### src/rtl/gen3_framing_pkg.sv
// gen3_framing_pkg: tx_type classes, framing tokens and scheduler states shared with the byte checker
package gen3_framing_pkg;
  localparam logic [5:0] TY_NONE      = 6'b000000;
  localparam logic [5:0] TY_DATA      = 6'b100000;
  localparam logic [5:0] TY_TLPSTART  = 6'b010000;
  localparam logic [5:0] TY_TLPEND    = 6'b001000;
  localparam logic [5:0] TY_DLLPEND   = 6'b000100;
  localparam logic [5:0] TY_DLLPSTART = 6'b000010;
  localparam logic [5:0] TY_TLPEDB    = 6'b000001;
  localparam logic [3:0] STP_NIB      = 4'hF;
  localparam logic [7:0] SDP_B0       = 8'hF0;
  localparam logic [7:0] SDP_B1       = 8'h53;
  localparam logic [7:0] END_B        = 8'h1F;
  localparam logic [7:0] EDB_B        = 8'hC0;
  typedef enum logic [3:0] {
    IDLE, STP1, STP2, STP3, STP4, TLP_DATA, TLP_END, SDP1, SDP2, DLLP_DATA, DLLP_TAIL
  } state_t;
endpackage

### src/rtl/gen3_rr_arbiter.sv
// gen3_rr_arbiter: two-requester round-robin (a = TLP, b = DLLP) with strict-priority override for b
module gen3_rr_arbiter (
  input  logic en,
  input  logic req_a,
  input  logic req_b,
  input  logic last_b,
  input  logic prio_b,
  output logic gnt_a,
  output logic gnt_b
);
  assign gnt_a = en & req_a & (~req_b | (~prio_b & last_b));
  assign gnt_b = en & req_b & ~gnt_a;
endmodule

### src/rtl/gen3_tx_framer.sv
// gen3_tx_framer: Gen3 TX framing scheduler; define GEN3_TX_DLLP_PRIORITY_EN to give DLLPs strict priority
module gen3_tx_framer
  import gen3_framing_pkg::*;
#(
  parameter logic [7:0] IDLE_BYTE  = 8'h00,
  parameter int         DLLP_BYTES = 8
) (
  input  logic       clk,
  input  logic       rst,
  input  logic       tx_en,
  input  logic       tlp_req,
  input  logic [9:0] tlp_len_dw,
  input  logic [11:0] tlp_seq,
  input  logic [7:0] tlp_data,
  input  logic       tlp_bad,
  output logic       tlp_gnt,
  output logic       tlp_rd,
  input  logic       dllp_req,
  input  logic [7:0] dllp_data,
  output logic       dllp_gnt,
  output logic       dllp_rd,
  output logic [7:0] tx_data,
  output logic       tx_valid,
  output logic [1:0] tx_sync,
  output logic [5:0] tx_type
);
  localparam logic [11:0] DLIM = 12'(DLLP_BYTES);
`ifdef GEN3_TX_DLLP_PRIORITY_EN
  localparam logic PRIO = 1'b1;
`else
  localparam logic PRIO = 1'b0;
`endif
  state_t      state, ns, es;
  logic [11:0] cnt, cnt_n;
  logic        last_b, last_n;
  logic [9:0]  len_q;
  logic [11:0] seq_q;
  logic [7:0]  d_data;
  logic [5:0]  d_type;
  logic        d_valid;

  gen3_rr_arbiter u_arb (
    .en    (rst & tx_en & (state == IDLE)),
    .req_a (tlp_req),
    .req_b (dllp_req),
    .last_b(last_b),
    .prio_b(PRIO),
    .gnt_a (tlp_gnt),
    .gnt_b (dllp_gnt)
  );

  // the grant cycle is itself the first token slot, so back-to-back packets leave no gap
  assign es = tlp_gnt ? STP1 : dllp_gnt ? SDP1 : state;

  // next state, counter, source pops and the byte to emit next cycle
  always_comb begin
    ns      = state;
    cnt_n   = cnt;
    last_n  = last_b;
    d_data  = IDLE_BYTE;
    d_type  = TY_NONE;
    tlp_rd  = 1'b0;
    dllp_rd = 1'b0;
    d_valid = rst & tx_en & (es != IDLE);
    if (rst && tx_en) begin
      case (es)
        STP1: begin
          d_data = {tlp_len_dw[3:0], STP_NIB};
          last_n = 1'b0;
          ns     = STP2;
        end
        STP2: begin
          d_data = {2'b00, len_q[9:4]};
          ns     = STP3;
        end
        STP3: begin
          d_data = {4'h0, seq_q[11:8]};
          ns     = STP4;
        end
        STP4: begin
          d_data = seq_q[7:0];
          d_type = TY_TLPSTART;
          cnt_n  = '0;
          ns     = (len_q == '0) ? TLP_END : TLP_DATA;
        end
        TLP_DATA: begin
          d_data = tlp_data;
          d_type = TY_DATA;
          tlp_rd = 1'b1;
          cnt_n  = cnt + 12'd1;
          ns     = (cnt_n == {len_q, 2'b00}) ? TLP_END : TLP_DATA;
        end
        TLP_END: begin
          d_data = tlp_bad ? EDB_B : END_B;
          d_type = tlp_bad ? TY_TLPEDB : TY_TLPEND;
          ns     = IDLE;
        end
        SDP1: begin
          d_data = SDP_B0;
          last_n = 1'b1;
          ns     = SDP2;
        end
        SDP2: begin
          d_data = SDP_B1;
          d_type = TY_DLLPSTART;
          cnt_n  = '0;
          ns     = DLLP_DATA;
        end
        DLLP_DATA: begin
          d_data  = dllp_data;
          d_type  = TY_DATA;
          dllp_rd = 1'b1;
          cnt_n   = cnt + 12'd1;
          ns      = (cnt_n == DLIM) ? DLLP_TAIL : DLLP_DATA;
        end
        DLLP_TAIL: begin
          d_data = IDLE_BYTE;
          d_type = TY_DLLPEND;
          ns     = IDLE;
        end
        default: ;
      endcase
    end
  end

  // state, latched packet fields and registered lane outputs
  always_ff @(posedge clk or negedge rst) begin
    if (!rst) begin
      state    <= IDLE;
      cnt      <= '0;
      last_b   <= 1'b1;
      len_q    <= '0;
      seq_q    <= '0;
      tx_data  <= '0;
      tx_valid <= 1'b0;
      tx_sync  <= 2'b00;
      tx_type  <= TY_NONE;
    end else begin
      state    <= ns;
      cnt      <= cnt_n;
      last_b   <= last_n;
      len_q    <= tlp_gnt ? tlp_len_dw : len_q;
      seq_q    <= tlp_gnt ? tlp_seq : seq_q;
      tx_data  <= d_data;
      tx_valid <= d_valid;
      tx_sync  <= {d_valid, 1'b0};
      tx_type  <= d_type;
    end
  end
endmodule

### config.mk
export PLATFORM = sky130hd
export DESIGN_NAME = gen3_tx_framer
export DESIGN_NICKNAME = d
export VERILOG_FILES = /design/src/rtl/gen3_framing_pkg.sv /design/src/rtl/gen3_rr_arbiter.sv /design/src/rtl/gen3_tx_framer.sv
export SDC_FILE = /design/constraint.sdc
export NUM_CORES = 1
export LEC_CHECK = 0
export ABC_AREA = 1
export BUFFER_PORTS_ARGS = -buffer_cell sky130_fd_sc_hd__buf_2
export CELL_PAD_IN_SITES_DETAIL_PLACEMENT = 1
export CELL_PAD_IN_SITES_GLOBAL_PLACEMENT = 1
export CORE_MARGIN = 2
export CORE_UTILIZATION = 40
export CTS_CLUSTER_SIZE = 10
export DETAILED_ROUTE_END_ITERATION = 8
export GPL_TIMING_DRIVEN = 1
export PLACE_DENSITY_LB_ADDON = 0.1
export SYNTH_ARGS = -nofsm -noshare
export SYNTH_HDL_FRONTEND = slang
export SYNTH_SLANG_ARGS = --single-unit
### constraint.sdc
create_clock -name clk -period 4.7 [get_ports clk]
set_clock_uncertainty 0.2 [all_clocks]
set_input_delay 0.705 -clock clk [delete_from_list [all_inputs] [get_ports clk]]
set_output_delay 0.705 -clock clk [all_outputs]
set_load 0.01 [all_outputs]
## Yosys cells after proc, flatten, opt, wreduce, memory -nomap -nowiden

Cells that the tools add are included.
W data, S select, Z words.

- Output and inout bits: 21
- Input bits: 44
- Logic and storage cells: 62
- Flip-flop bits (word level): 54

- Bitwise operators: 10
- Equal/unequal tests: 12
- Reductions and logical operators: 13
- Muxes and demuxes: 18
- $add $sub $neg: 1

Operators by type and width:

| kind | count |
|---|---|
| $pmux W8 S9 | 1 |
| $pmux W4 S9 | 1 |
| $pmux W6 S5 | 1 |
| $pmux W12 S2 | 1 |
| $eq A4 B3 Y1 const B | 4 |
| $mux W8 | 2 |
| $add A12 B1 Y12 const B | 1 |
| $eq A12 B12 Y1 | 1 |
| $eq A12 B4 Y1 const B | 1 |
| $eq A4 B4 Y1 const B | 3 |
| $mux W4 | 3 |
| $logic_not A10 Y1 | 1 |
| $reduce_bool A9 Y1 | 1 |
| $eq A4 B2 Y1 const B | 2 |
| $and A1 B1 Y1 | 7 |
| $mux W2 | 3 |
| $mux W6 | 1 |
| $reduce_and A2 Y1 | 3 |
| $reduce_or A2 Y1 | 3 |
| $eq A4 B1 Y1 const B | 1 |
| $logic_not A4 Y1 | 1 |
| $mux W1 | 4 |
| $reduce_bool A2 Y1 | 2 |
| $reduce_bool A4 Y1 | 1 |
| other kinds (4) | 5 |

## Logic depth before layout (Yosys ltp)

- Word-level depth: 12
- Mapped depth: 15
- Gate-level depth less buffers: 15

## Modules after synthesis

A second synthesis with hierarchy kept.

- Cell total of the unflattened synthesis: 438
- Area total of the unflattened synthesis: 3229.3 um^2

By module, submodules not included:

| module | seq. area each (um^2) | instances | area each (um^2) | cells an instance |
|---|---|---|---|---|
| gen3_tx_framer | 1352.5 | 1 | 3188.1 | 430 |
| gen3_rr_arbiter | 0.0 | 1 | 41.3 | 8 |

## Worst setup path after synthesis

No wires, ideal clock.

- Kind: in2out
- Start: input port rst
- End: output port tlp_rd
- Cell stages on the path: 6
- Buffers on the path: 0
- Path slack: 2131 ps
- Data required time: 3795 ps
- Arrival: 1664 ps
- Cells stage by stage: nand2_1 nor2_4 nand3_4 a21oi_4 nand3_4 nor2_8

- Longest elaborated chain between the ends: 11
- Elaborated cells on any way between the ends: 13
- Classes of those cells: eq/ne (1); mux (4); bitwise (7); reduce/logical (1)

Ends and longest elaborated chain:

| element | line | text |
|---|---|---|
| start: declaration | gen3_tx_framer.sv:9 | `input logic rst,` |
| $and A1 B1 Y1 (2 in series) | gen3_tx_framer.sv:43 | `.en (rst & tx_en & (state == IDLE)),` |
| $and A1 B1 Y1 (2 in series) | gen3_rr_arbiter.sv:11 | `assign gnt_a = en & req_a & (~req_b \| (~prio_b & last_b));` |
| $not A1 Y1 | gen3_rr_arbiter.sv:12 | `assign gnt_b = en & req_b & ~gnt_a;` |
| $and A1 B1 Y1 | gen3_rr_arbiter.sv:12 |  |
| $mux W4 (2 in series) | gen3_tx_framer.sv:53 | `assign es = tlp_gnt ? STP1 : dllp_gnt ? SDP1 : state;` |
| $eq A4 B3 Y1 | gen3_tx_framer.sv:66 | `case (es)` |
| $mux W1 | gen3_tx_framer.sv:66 |  |
| $mux W1 * | gen3_tx_framer.sv:65 | `if (rst && tx_en) begin` |
| end: declaration | gen3_tx_framer.sv:17 | `output logic tlp_rd,` |

Mark *: on every way between the ends. The rest lies on a longest branch, timed or not.

## Worst setup path after layout

Ends and elaborated chain as after synthesis.

==> key figures <==
Floorplan
  – Die ar.: around 8900 um2
  – Die Span X: about 94 um
  – Die H: approximately 94 um
  – Row count: 32
  – Core Area: a little under 8000 um2
  – IO Pins: 65
  – Initial core utilization: 0.4170

Global route
  – Initial antenna violation count: 0
  – Pin count of the biggest net entering global routing: 55
  – Total congestion overflow: 0
  – First-pass GRT wire length: ~17,000 um
  – Number of global-route vias before repair: between 3,000 and 4,000
  – All-layer global routing usage: 0.2459

Worst setup path
  – Reg2reg start: last_b
  – R2r worst-path depth: 12
  – Nature of the critical path endpoint: primary output
  – R2R Path End: state[1]
  – Crit Path Max Fanout: 20
  – Critical Path Start Type: primary input
  – CP max stage delay: approximately 0.33 ns
  – Buf/Inv on CP: 3
  – Max stage delay cell, worst path: a21oi_4
  – Crit-path leading delay family: simple AND/OR/NAND/NOR gates
  – Setup CP Type: in2out
  – CP cell instances: buf_2, nand2_1, buf_4, nor2_4, nand3_4, a21oi_4, nand3_4, nor2_8, buf_2
  – Critical path arrival: approximately 2.3 ns
  – R2R setup slack: 1.91 ns
  – Critical Path RT: around 3.8 ns

Timing
  – RSZ-0062 raised after global routing: no
  – Slew Viols, Final: 0
  – Final setup margin: 1.469 ns
  – Final Hold Fails: 0
  – Setup TNS: 0 ns
  – Actual slew at the worst max-slew pin: 0.7108 ns
  – Setup violators final: 0
  – Achievable Freq: 0.3095 GHz
  – Period utilization: 0.6875
  – Worst hold margin: between 0.3 and 0.4 ns
  – Slew headroom: 0.5262
  – Post-layout minimum cycle time: around 3.2 ns

Final layout
  – Final core occ: 0.4841
  – Nets: about 560
  – Ant. Diodes: 0
  – Share of layout cells above drive strength 1: 0.2046
  – Synth-to-Final Area Change: 16.10%

Power and ir drop
  – Max IR drop VDD: about 0.00018 V
  – Int Pwr: between 0.001 and 0.0015 W
  – Clock power frac: 0.164
  – Combinational power share: 0.464
  – Leak: 2.014 nW
  – Pwr Total: 0.002080 W
  – Reg power frac: 0.372
  – Switching share of power: 0.4652
  – NetSw: roughly 0.00097 W
  – PD cells: 550.3 nW/um2

Clock tree
  – PostCTS Resize Cnt: 0
  – Setup repair bufs after CTS: 0
  – Worst-Skew Late Latency: 0.32 ns
  – Max clock buf depth: 2
  – Clock root cell: clkbuf_8
  – # hold bufs at CTS: 0
  – Htree depth: 2
  – CTS tree: done
  – CTS buffer count: 5
  – CTS sink count: 54
  – Clk slew on worst S/H paths: around 0.11 ns

Logic synthesis
  – Netlist cell types: 33
  – Synthesized area per cell: between 7 and 8 um2
  – Synth Cell Area: around 3300 um2
  – Top cell type by total area after synthesis: dfrtp_1
  – Mapped Nets: around 500
  – Ys Warns: 0
  – Synth Register Bits: 54
  – Sequential element share of the synthesized area: 0.4154
  – Area fraction of the dominant cell type after synthesis: 0.4074
  – Gate count of the mapped netlist: 454
  – Synth area leaders: dfrtp_1 41%, nand2_1 18%, nand3_1 6.0%, inv_1 5.5%, nor2_1 5.1%

Routing
  – Routed vias/inst: slightly above 5
  – Via count: roughly 3,200
  – Residual DRC count: 0
  – Final WL: around 10,000 um
  – Wire per inst: between 15 and 20 um
  – Initial DRT Pass Iterations: 4
  – Number of routed nets with antenna violations: 0
  – DRT iter0 DRCs: 94

Place
  – Port bufs: 63
  – Hpwl dp: ~8000 um
  – Placer Congestion: 0.8245
  – Worst slack at placement: ~1.5 ns

Run status
  – Status: finished clean

Min path
  – Hold Crit Class: reg2reg
  – WHS Path Cells: 2
  – WHS Endpoint: seq_q[1]
  – Hold Crit Start: seq_q[1]

Job
  – Max cap viols: 0
worst register-to-register path, delay by kind of cell (launching register included):
family	cells	cell delay, ns
flops	1	0.56
compound gates	1	0.24
simple gates	9	1.21
buf+inv	2	0.53
registers in the layout (all words and copies together) (netlist names):
register  flops
cnt          12
last_b        1
len_q        10
seq_q        12
state         4
tx_data       8
tx_sync       1
tx_type       6
power groups by stage:
stage | Sequential (W) | Clock, W | Combinational (W)
6_report | 0.000774 | 0.000341 | 0.000965
5_1_grt | 0.000799 | 0.000359 | 0.00111
4_1_cts | 0.000775 | 0.000345 | 0.000966
3_5_place_dp | 0.000784 | 0 | 0.000960
3_3_place_gp | 0.000776 | 0 | 0.000930
2_1_floorplan | 0.000751 | 0 | 0.000692
cells by family (layout without fill, tap and decap cells):
logic type	count (synthesis)	count (layout)	synth area share
buffers and inverters	64	128	0.08301
other	1	1	0.001152
flip-flops	54	54	0.4155
adder cells (fa/ha/maj)	1	1	0.003843
AO/OA/AOI/OAI	60	60	0.1042
AND/OR/NAND/NOR	274	274	0.3924
layer usage:
layer | vias up | global-route usage | wire length, um
met5 | - | 0 | 0
met4 | 0 | 0.05797 | 146
met3 | 12 | 0.03531 | 480
met2 | 89 | 0.4107 | 4749
met1 | 1551 | 0.3369 | 4687
li1 | 1562 | - | -
placed cells by master (no fill, tap or decap), drive strengths merged:
| cell type | instances |
|---|---|
| o211ai | 1 |
| conb | 1 |
| dfrtp | 53 |
| bufinv | 1 |
| nor2 | 55 |
| o21ai | 34 |
| clkinv | 3 |
| inv | 54 |
| nand2 | 164 |
| clkbuf | 5 |
| nand4 | 6 |
| nor3 | 2 |
| nand3 | 45 |
| buf | 65 |
| a21oi | 17 |
| nand3b | 2 |
| dfstp | 1 |
| o22ai | 8 |
| ha | 1 |
how the worst max path moves through the flow:
stage | from | end | depth (start not counted)
after floorplan | rst | tlp_rd | 6
after global placement | rst | tlp_rd | 9
after detailed placement | rst | state[1] | 14
after CTS | rst | tlp_rd | 9
after global routing | rst | tlp_rd | 9
final | rst | tlp_rd | 9
synth_stat cells, drive strengths merged:
master / instances
nand2: 164
ha: 1
clkinv: 3
o22ai: 8
nor3: 2
a21oi: 17
buf: 4
dfstp: 1
nand3: 45
o211ai: 1
nor2: 55
nand4: 6
conb: 1
o21ai: 34
nand3b: 2
inv: 52
clkbuf: 5
dfrtp: 53
through the flow:
step           instance area [um2]  cells
6_report                      3780    620
2_1_floorplan                 3256    454
3_5_place_dp                  3664    612
5_1_grt                       3780    620
4_1_cts                       3780    620
3_3_place_gp                  3664    612
final cells by class:
type	instances	area (um2)
well taps	102	127.6
multi-input cells	336	1633
inverters	55	220.2
clock inverters	3	47.55
clock buffers	5	68.82
repair buffers	65	330.3
flip-flops and latches	54	1353
fillers	1072	4028
(Power assumes the default switching activity.)
